**src/rtl/dragon_body_queue.sv**
```systemverilog
// Dragon body segment queue.
//
// A shift queue of MAX_SEGMENTS body slots trailing the dragon head. The queue
// shifts once every MOVE_FRAMES vsync rising edges; the body length grows or
// shrinks by single-cycle requests and drives a thermometer display mask.
//
// Ports:
//   clk_i         system clock
//   rst_ni        asynchronous active-low reset
//   vsync_i       frame sync level, sampled on clk_i
//   grow_req_i    pulse: add one segment (saturates at MAX_SEGMENTS)
//   shrink_req_i  pulse: remove one segment (saturates at 0)
//   head_in_i     current head {orientation, position}
//   segments_o    flattened queue, slot k at [k*SEG_W +: SEG_W], slot 0 nearest head
//   display_en_o  bit k high when slot k is visible
//   length_o      current body length
//   move_tick_o   one-cycle pulse on the cycle the queue shifts
//   self_hit_o    one-cycle pulse after a move whose head hit a visible slot
//   full_o        length == MAX_SEGMENTS
//   empty_o       length == 0
module dragon_body_queue #(
  parameter int unsigned MAX_SEGMENTS = 8,
  parameter int unsigned POS_W        = 8,
  parameter int unsigned ORIENT_W     = 2,
  parameter int unsigned MOVE_FRAMES  = 10,
  parameter int unsigned INIT_LEN     = 0,
  localparam int unsigned SEG_W       = ORIENT_W + POS_W,
  localparam int unsigned LEN_W       = $clog2(MAX_SEGMENTS + 1)
) (
  input  logic                          clk_i,
  input  logic                          rst_ni,
  input  logic                          vsync_i,
  input  logic                          grow_req_i,
  input  logic                          shrink_req_i,
  input  logic [SEG_W-1:0]              head_in_i,
  output logic [MAX_SEGMENTS*SEG_W-1:0] segments_o,
  output logic [MAX_SEGMENTS-1:0]       display_en_o,
  output logic [LEN_W-1:0]              length_o,
  output logic                          move_tick_o,
  output logic                          self_hit_o,
  output logic                          full_o,
  output logic                          empty_o
);

  localparam int unsigned CNT_W = (MOVE_FRAMES > 1) ? $clog2(MOVE_FRAMES) : 1;
  localparam logic [CNT_W-1:0] CntLast = CNT_W'(MOVE_FRAMES - 1);
  localparam logic [LEN_W-1:0] LenMax  = LEN_W'(MAX_SEGMENTS);
  localparam logic [LEN_W-1:0] LenInit = LEN_W'(INIT_LEN);

  function automatic logic [MAX_SEGMENTS-1:0] therm(input logic [LEN_W-1:0] len);
    logic [MAX_SEGMENTS-1:0] t;
    for (int unsigned i = 0; i < MAX_SEGMENTS; i++) begin
      t[i] = (i < 32'(len));
    end
    return t;
  endfunction

  logic                                 vsync_q;
  logic                                 vsync_rise;
  logic [CNT_W-1:0]                     cnt_q, cnt_d;
  logic                                 tick_q, tick_d;
  logic                                 hit_q, hit_d;
  logic                                 hit_any;
  logic [MAX_SEGMENTS-1:0][SEG_W-1:0]   seg_q, seg_d;
  logic [LEN_W-1:0]                     len_q, len_d;
  logic [MAX_SEGMENTS-1:0]              disp_q, disp_d;

  assign vsync_rise = vsync_i & ~vsync_q;

  // Frame counter: the wrap edge schedules a move for the following cycle.
  always_comb begin
    cnt_d  = cnt_q;
    tick_d = 1'b0;
    if (vsync_rise) begin
      if (cnt_q == CntLast) begin
        cnt_d  = '0;
        tick_d = 1'b1;
      end else begin
        cnt_d = cnt_q + CNT_W'(1);
      end
    end
  end

  // Collision uses pre-shift contents; orientation bits are ignored.
  always_comb begin
    hit_any = 1'b0;
    for (int unsigned k = 0; k < MAX_SEGMENTS; k++) begin
      if (disp_q[k] && (seg_q[k][POS_W-1:0] == head_in_i[POS_W-1:0])) begin
        hit_any = 1'b1;
      end
    end
  end

  assign hit_d = tick_q & hit_any;

  // Hidden slots still shift so a newly grown segment shows real history.
  always_comb begin
    seg_d = seg_q;
    if (tick_q) begin
      seg_d[0] = head_in_i;
      for (int unsigned k = 1; k < MAX_SEGMENTS; k++) begin
        seg_d[k] = seg_q[k-1];
      end
    end
  end

  // Simultaneous grow and shrink cancel; out-of-range requests are dropped.
  always_comb begin
    len_d = len_q;
    if (grow_req_i && !shrink_req_i && (len_q != LenMax)) begin
      len_d = len_q + LEN_W'(1);
    end else if (shrink_req_i && !grow_req_i && (len_q != '0)) begin
      len_d = len_q - LEN_W'(1);
    end
    disp_d = therm(len_d);
  end

  always_ff @(posedge clk_i or negedge rst_ni) begin
    if (!rst_ni) begin
      vsync_q <= 1'b0;
      cnt_q   <= '0;
      tick_q  <= 1'b0;
      hit_q   <= 1'b0;
      seg_q   <= '0;
      len_q   <= LenInit;
      disp_q  <= therm(LenInit);
    end else begin
      vsync_q <= vsync_i;
      cnt_q   <= cnt_d;
      tick_q  <= tick_d;
      hit_q   <= hit_d;
      seg_q   <= seg_d;
      len_q   <= len_d;
      disp_q  <= disp_d;
    end
  end

  assign segments_o   = seg_q;
  assign display_en_o = disp_q;
  assign length_o     = len_q;
  assign move_tick_o  = tick_q;
  assign self_hit_o   = hit_q;
  assign full_o       = (len_q == LenMax);
  assign empty_o      = (len_q == '0);

endmodule
```
**config.mk**
```make
export PLATFORM = sky130hd
export DESIGN_NAME = dragon_body_queue
export DESIGN_NICKNAME = d
export VERILOG_FILES = /design/src/rtl/dragon_body_queue.sv
export SDC_FILE = /design/constraint.sdc
export NUM_CORES = 1
export LEC_CHECK = 0
export BUFFER_PORTS_ARGS = -buffer_cell sky130_fd_sc_hd__buf_2
export CORE_AREA = 2 2 91 93
export CTS_BUF_LIST = sky130_fd_sc_hd__clkbuf_8
export DETAILED_ROUTE_END_ITERATION = 8
export DIE_AREA = 0 0 93 95
export GPL_ROUTABILITY_DRIVEN = 0
export PLACE_DENSITY = 0.86
export RECOVER_POWER = 50
export SKIP_LAST_GASP = 1
export SYNTH_ARGS = -nofsm -noshare
export SYNTH_HDL_FRONTEND = slang
export SYNTH_SLANG_ARGS = --single-unit
```
**constraint.sdc**
```tcl
create_clock -name clk_i -period 2.8 [get_ports clk_i]
set_input_delay 0.7 -clock clk_i [delete_from_list [all_inputs] [get_ports clk_i]]
set_output_delay 0.7 -clock clk_i [all_outputs]
set_load 0.01 [all_outputs]
```
==> impl_metrics.env, run 1 <==
export IMPL_gr_usage_met2_pct=36.2
export IMPL_ys_seq_area_share_pct=53.4
export IMPL_timing_final_max_slew_violations=36
export IMPL_die_y_um=95
export IMPL_synthArstFlopShare_pct=100
export IMPL_finalSetupViolations=0
export IMPL_final_net_count=474
export IMPL_required_ns=2.10
export IMPL_rsz0062_at_grt="false"
export IMPL_post_synth_cell_area_avg_sq_um=13.1
export IMPL_drc_markers=0
export IMPL_routed_via_density=5.57
export IMPL_die_width_um=93
export IMPL_dp_final_hpwl_um=7320
export IMPL_grt_start_max_net_pins=45
export IMPL_start_util_pct=57.9
export IMPL_synth_yosys_warnings=0
export IMPL_number_of_cells_on_the_worst_reg_to_reg_path=2
export IMPL_critical_path_max_fanout=10
export IMPL_p_leak_nw=2.93
export IMPL_cts_repair_resized=0
export IMPL_timing_hold_violations_final=0
export IMPL_synth_largest_area_cell="sky130_fd_sc_hd__dfrtp_1"
export IMPL_gr_usage_all_layers_pct=23.4
export IMPL_tritoncts="yes"
export IMPL_groute_layer_met1_usage_pct=32.6
export IMPL_antenna_found_initial=0
export IMPL_busiest_layer="met2"
export IMPL_worst_skew_pair_late_latency_ns=0.36
export IMPL_timing_critical_path_from_type="flip-flop"
export IMPL_crit_type="flip-flop to output pin"
export IMPL_worst_slew_pin_transition_ns=2.05
export IMPL_root_buffer="sky130_fd_sc_hd__clkbuf_8"
export IMPL_critPathSlowestCell="sky130_fd_sc_hd__dfrtp_1"
export IMPL_globalRoute_totalOverflow=0
export IMPL_fillCellCount=618
export IMPL_antenna_violating_nets_post_route=0
export IMPL_seqCellArea_sq_um=2450
export IMPL_worst_setup_skew_after_layout_ns=0.00943
export IMPL_core_area_sq_um=7930
export IMPL_finish_cell_count_without_fillers=566
export IMPL_max_slew_margin_pct=-36.6
export IMPL_syn_num_nets=368
export IMPL_min_path_cells=1
export IMPL_cts_setup_buffers=0
export IMPL_reg2reg_slack_ns=0.71
export IMPL_cts_htree_levels=3
export IMPL_post_drt_wl_per_cell_um=17.5
export IMPL_cts_hold_buffers_added=0
export IMPL_yosys_register_bits=98
export IMPL_synthDominantCellAreaShare_pct=53.4
export IMPL_synth_edf_count=0
export IMPL_cap_viol_max_count=1
export IMPL_globalRouteMet3Util_pct=3.75
export IMPL_cts_num_sinks=98
export IMPL_number_of_placement_rows=33
export IMPL_critPathCaptureType="output pin"
export IMPL_antenna_cells=0
export IMPL_chain_of_cells_forming_the_critical_path="inv_1 > ha_1 > nor3b_2 > buf_2"
export IMPL_synth_distinct_cells=38
export IMPL_area_growth_syn_to_layout_pct=17.9
export IMPL_largest_stage_delay_on_the_critical_path_ns=0.48
export IMPL_timing_final_crit_share_pct=80.9
export IMPL_failed_checks="capacitance limit, slew limit"
export IMPL_wire_length_of_the_first_global_routing_pass_um=15800
export IMPL_synth_top_cells_by_area="sky130_fd_sc_hd__dfrtp_1 53%, sky130_fd_sc_hd__mux2_2 20%, sky130_fd_sc_hd__xor2_1 11%"
export IMPL_vdd_drop_max_v=0.000529
export IMPL_final_setup_tns_ns=0
export IMPL_die_area_sq_um=8840
export IMPL_worst_hold_path_type="flip-flop to flip-flop"
export IMPL_period_needed_ns=2.27
export IMPL_synth_cell_area_sq_um=4590
export IMPL_place_detailed_instances=551
export IMPL_grt_pass1_vias=3066
export IMPL_placement_io_buffers=110
export IMPL_drt_wl_total_um=9890
export IMPL_firstDrtPassIters=4
export IMPL_io_pins=111
export IMPL_max_clock_freq_ghz=0.441
export IMPL_clock_path_buffers=2
export IMPL_pwr_density_cell_nw_per_um2=734
export IMPL_clkSlewWorstSetupHoldPaths_ns=0.09
export IMPL_multi_input_area_sq_um=2010
export IMPL_run_status="finished, violations left"
export IMPL_final_layout_size_suffix_gt1_share_pct=46.4
export IMPL_synth_cells=351
export IMPL_cp_data_arrival_time_ns=1.57
export IMPL_drt_iter0_markers=175
export IMPL_tritoncts_num_buffers=9
export IMPL_postSynth_topFlopCell="sky130_fd_sc_hd__dfrtp_1"
export IMPL_vias=3151
synth_stat cells (all sizes together) (5+ instances only):
cell type	count
nand4	10
mux2	81
buf	17
xor2	58
dfrtp	98
xnor2	10
nand2b	5
nor4	8
inv	8
nor3	10
o21ai	5
final timing paths:
path	end	startpoint
setup reg to reg	segments_o[72]	move_tick_o
hold / removal	cnt_q[0]	cnt_q[0]
setup / recovery	empty_o	length_o[1]
max in group asynchronous	segments_o[11]	rst_ni
hold reg to reg	cnt_q[0]	cnt_q[0]
min in group asynchronous	segments_o[73]	rst_ni
layer usage:
layer / up-vias / wire length [um]
met5: - / 0
met2: 105 / 4710
met4: 0 / 255
li1: 1436 / -
met3: 23 / 525
met1: 1587 / 4390
power by group:
part / switching [mW] / internal (mW) / total [mW]
Combinational: 0.567 / 0.506 / 1.07
Clock: 0.473 / 0.496 / 0.969
Sequential: 0.294 / 1.64 / 1.93
Total: 1.33 / 2.64 / 3.98
flip-flops by register name, summed over array words and instances, names as in the netlist:
signal and count:
segments_o 80, display_en_o 8, cnt_q 4, length_o 3
move_tick_o 1, self_hit_o 1, vsync_q 1
final cells by class:
| cell class | instances | area share [%] |
|---|---|---|
| clock buffers | 9 | 2.29 |
| clock inverters | 6 | 1.53 |
| inverters | 8 | 0.555 |
| multi-input cells | 226 | 37.1 |
| flip-flops and latches | 98 | 45.3 |
| well taps | 105 | 2.43 |
| repair buffers | 114 | 10.8 |
metrics by stage:
stage,util [%],worst slack (ns),instance area (sq um),hold WS [ns],power (mW)
floorplan,-,0.973,4590,0.404,2.60
global placement,65.9,0.943,5220,0.460,2.97
detailed placement,65.9,0.872,5220,0.468,3.03
CTS,68.5,0.525,5430,0.295,4.00
global route,68.3,0.341,5410,0.494,4.20
finish,68.3,0.534,5410,0.483,3.98
cell usage in the layout (no fill, tap or decap), types with 4 or more instances in the layout:
cell type	instances
sky130_fd_sc_hd__inv_1	8
sky130_fd_sc_hd__clkbuf_8	9
sky130_fd_sc_hd__nor2b_1	4
sky130_fd_sc_hd__nor3_1	10
sky130_fd_sc_hd__nand2_1	4
sky130_fd_sc_hd__nor4_1	8
sky130_fd_sc_hd__xor2_1	57
sky130_fd_sc_hd__xnor2_1	10
sky130_fd_sc_hd__mux2_2	81
sky130_fd_sc_hd__buf_2	108
sky130_fd_sc_hd__nand2b_1	5
sky130_fd_sc_hd__nand4_1	10
sky130_fd_sc_hd__nor2_1	4
sky130_fd_sc_hd__dfrtp_1	98
cell families after synthesis:
logic type                 Yosys count  synth area share (%)
DFF                                 98                  53.4
muxes                               82                  20.1
xor gates and xnor gates            68                  13.1
and+or+nand+nor                     58                  7.47
buffers and inverters               27                  2.86
AOI/OAI and AO/OA                   16                  2.51
adders and majority gates            2                 0.545
critical path: cells and delay by family (launching register included):
kind	cells	cell delay, ns
adders and majority gates	1	0.21
buffers and inverters	2	0.26
DFF	1	0.48
and+or+nand+nor	1	0.25
Power figures use the tool's default switching activity.
==> run 2, diff against run 1 <==
--- a/config.mk
+++ b/config.mk
@@ -6,12 +6,12 @@
 export NUM_CORES = 1
 export LEC_CHECK = 0
 export BUFFER_PORTS_ARGS = -buffer_cell sky130_fd_sc_hd__buf_2
-export CORE_AREA = 2 2 91 93
+export CORE_AREA = 2 2 99 101
 export CTS_BUF_LIST = sky130_fd_sc_hd__clkbuf_8
 export DETAILED_ROUTE_END_ITERATION = 8
-export DIE_AREA = 0 0 93 95
+export DIE_AREA = 0 0 101 103
 export GPL_ROUTABILITY_DRIVEN = 0
-export PLACE_DENSITY = 0.86
+export PLACE_DENSITY = 0.77
 export RECOVER_POWER = 50
 export SKIP_LAST_GASP = 1
 export SYNTH_ARGS = -nofsm -noshare
==> constraint.sdc (replaced) <==
create_clock -name clk_i -period 1.88 [get_ports clk_i]
set_input_delay 0.47 -clock clk_i [delete_from_list [all_inputs] [get_ports clk_i]]
set_output_delay 0.47 -clock clk_i [all_outputs]
set_load 0.01 [all_outputs]
==> run 2 against run 1 <==
  * The flow now finishes without violations
  * Largest power group unchanged
  * Total power grew 59%
  * Die area rose by 18%
  * First-iteration DRC count is 16% lower
  * Utilization is 9.5 points lower
  * Critical path type unchanged
  * Combinational power increased by 71%
  * Sequential power rose by 46%
  * Worst setup slack lost 0.51 ns
  * Register-to-register slack worse by 0.60 ns
  * Critical endpoint unchanged
  * Clock skew increased by 0.0025 ns
  * Flip-flop and latch count unchanged
  * Sequential share of layout area shrank 1.1 points
  * Largest cell class unchanged
  * Count of clock-buffer cells in the layout up 2
  * Highest routed layer unchanged
==> impl_metrics.env, run 2 (same netlist as run 1, synthesis figures left out) <==
export IMPL_run_status="completed"
export IMPL_wire_length_of_the_first_global_routing_pass_um=15800
export IMPL_mostFrequentLayoutCell="sky130_fd_sc_hd__buf_2"
export IMPL_drt_iter0_markers=147
export IMPL_clkSlewWorstSetupHoldPaths_ns=0.10
export IMPL_hold_start="vsync_i"
export IMPL_pwr_density_cell_nw_per_um2=1140
export IMPL_utilization_pct=58.8
export IMPL_tritoncts="yes"
export IMPL_die_area_sq_um=10400
export IMPL_drc_markers=0
export IMPL_total_power_of_the_final_layout_mw=6.33
export IMPL_critPathCaptureType="output pin"
export IMPL_max_slew_margin_pct=23.4
export IMPL_grt_start_max_net_pins=66
export IMPL_crit_type="flip-flop to output pin"
export IMPL_largest_register_ff_count=80
export IMPL_drt_wl_total_um=10100
export IMPL_post_drt_wl_per_cell_um=17.3
export IMPL_place_worst_setup_slack_ns=-0.0893
export IMPL_antenna_cells=0
export IMPL_clock_path_buffers=2
export IMPL_switching_share_pct=32.1
export IMPL_period_needed_ns=1.85
export IMPL_max_clock_freq_ghz=0.539
export IMPL_critical_path_reg2reg_startpoint="length_o[1]"
export IMPL_tritoncts_num_buffers=9
export IMPL_final_net_count=482
export IMPL_timing_rr_end="display_en_o[1]"
export IMPL_die_y_um=103
export IMPL_antenna_violating_nets_post_route=0
export IMPL_start_util_pct=48.5
export IMPL_worst_skew_pair_late_latency_ns=0.35
export IMPL_worst_hold_path_type="primary input to flip-flop"
export IMPL_p_leak_nw=2.98
export IMPL_cts_htree_levels=3
export IMPL_io_pins=111
export IMPL_net_switching_power_mw=2.03
export IMPL_globalRoute_totalOverflow=0
export IMPL_worst_slew_pin_transition_ns=1.15
export IMPL_vias=3097
export IMPL_antenna_found_initial=0
export IMPL_firstDrtPassIters=4
export IMPL_placement_io_buffers=110
export IMPL_die_width_um=101
export IMPL_critical_path_max_fanout=4
export IMPL_timing_hold_worst_endpoint="vsync_q"
export IMPL_timing_final_max_slew_violations=0
export IMPL_seq_power_share_pct=44.5
export IMPL_timing_critical_path_from_type="flip-flop"
export IMPL_cts_num_sinks=98
export IMPL_number_of_cells_on_the_worst_reg_to_reg_path=9
export IMPL_area_growth_syn_to_layout_pct=21.0
export IMPL_root_buffer="sky130_fd_sc_hd__clkbuf_8"
export IMPL_final_setup_tns_ns=0
export IMPL_cellInternalPower_mw=4.30
export IMPL_dp_final_hpwl_um=7420
export IMPL_fin_ws_ns=0.0263
export IMPL_comb_pwr_share_pct=28.9
export IMPL_timing_final_crit_share_pct=98.6
export IMPL_cap_viol_max_count=0
export IMPL_vdd_drop_max_v=0.000529
export IMPL_grt_pass1_vias=2971
export IMPL_power_clock_fraction_pct=26.5
export IMPL_finalSetupViolations=0
export IMPL_cts_hold_buffers_added=0
export IMPL_gr_usage_all_layers_pct=19.8
export IMPL_final_layout_size_suffix_gt1_share_pct=49.1
export IMPL_core_area_sq_um=9460
export IMPL_cp_data_arrival_time_ns=1.38
export IMPL_start_point_of_the_critical_path="length_o[1]"
export IMPL_most_common_layout_cells="108 x sky130_fd_sc_hd__buf_2, 95 x sky130_fd_sc_hd__dfrtp_1, 81 x sky130_fd_sc_hd__mux2_2"
export IMPL_routed_via_density=5.30
export IMPL_worst_setup_skew_after_layout_ns=0.0119
export IMPL_number_of_placement_rows=36
export IMPL_timing_hold_violations_final=0
export IMPL_reg2reg_slack_ns=0.11
export IMPL_rsz0062_at_grt="true"
export IMPL_min_path_cells=1
export IMPL_required_ns=1.41
==> run 2: cell types whose count changed in the layout (fill, tap and decap cells not counted), moves of 2 or more <==
cell / delta
sky130_fd_sc_hd__buf_4: +7
sky130_fd_sc_hd__dfrtp_1: -3
sky130_fd_sc_hd__dfrtp_2: +3
sky130_fd_sc_hd__inv_1: -3
sky130_fd_sc_hd__clkbuf_4: +2
sky130_fd_sc_hd__clkbuf_8: +2
sky130_fd_sc_hd__clkinv_2: -2
sky130_fd_sc_hd__inv_2: +2
==> run 2: worst max path at each step <==
stage / to / slack (ns)
final: empty_o / 0.03
after global routing: empty_o / -0.03
after CTS: empty_o / 0.004
after detailed placement: display_en_o[1] / -0.09
after global placement: display_en_o[6] / 0.11
after floorplan: display_en_o[0] / 0.05
==> run 2: critical path: stages, from the launching register on <==
cell and delay [ns]:
sky130_fd_sc_hd__dfrtp_2 0.43, sky130_fd_sc_hd__inv_2 0.07, sky130_fd_sc_hd__ha_4 0.13, sky130_fd_sc_hd__nor3b_4 0.22, sky130_fd_sc_hd__buf_2 0.17
==> run 2: layout make-up <==
cell class	instances	area, sq um
multi-input cells	226	2040
clock buffers	11	151
clock inverters	5	108
fillers	799	3900
well taps	114	143
inverters	8	30.0
flip-flops and latches	98	2460
repair buffers	122	633
==> run 2: power by group through the flow <==
stage	combinational (mW)	sequential (mW)	clock, mW
after floorplan	0.971	2.90	0
after global placement	1.61	2.83	0
after detailed placement	1.68	2.86	0
after CTS	1.80	2.81	1.72
after global routing	2.01	2.86	1.83
final	1.83	2.82	1.68
==> run 2: layer usage <==
layer | share of wire (%) | vias to the layer above | GRT usage (%)
li1 | - | 1445 | -
met1 | 46 | 1556 | 28.7
met2 | 48 | 88 | 31.2
met3 | 4.2 | 8 | 3.80
met4 | 1.0 | 0 | 4.68
met5 | 0 | - | 0
==> run 2: through the flow <==
stage	hold WS, ns	std cells	area (sq um)
6_report	0.257	584	5560
5_1_grt	0.240	584	5560
4_1_cts	0.00115	582	5580
3_5_place_dp	0.383	562	5270
3_3_place_gp	0.385	562	5270
2_1_floorplan	0.174	351	4590
==> run 2: timing repair <==
| item | CTS | global route |
|---|---|---|
| resized for setup | 5 | 4 |
| hold endpoints to repair | 0 | 0 |
| setup endpoints to repair | 10 | 10 |
| pin swaps | 1 | 2 |
| cloned | 0 | 0 |
| buffers inserted | 4 | 2 |
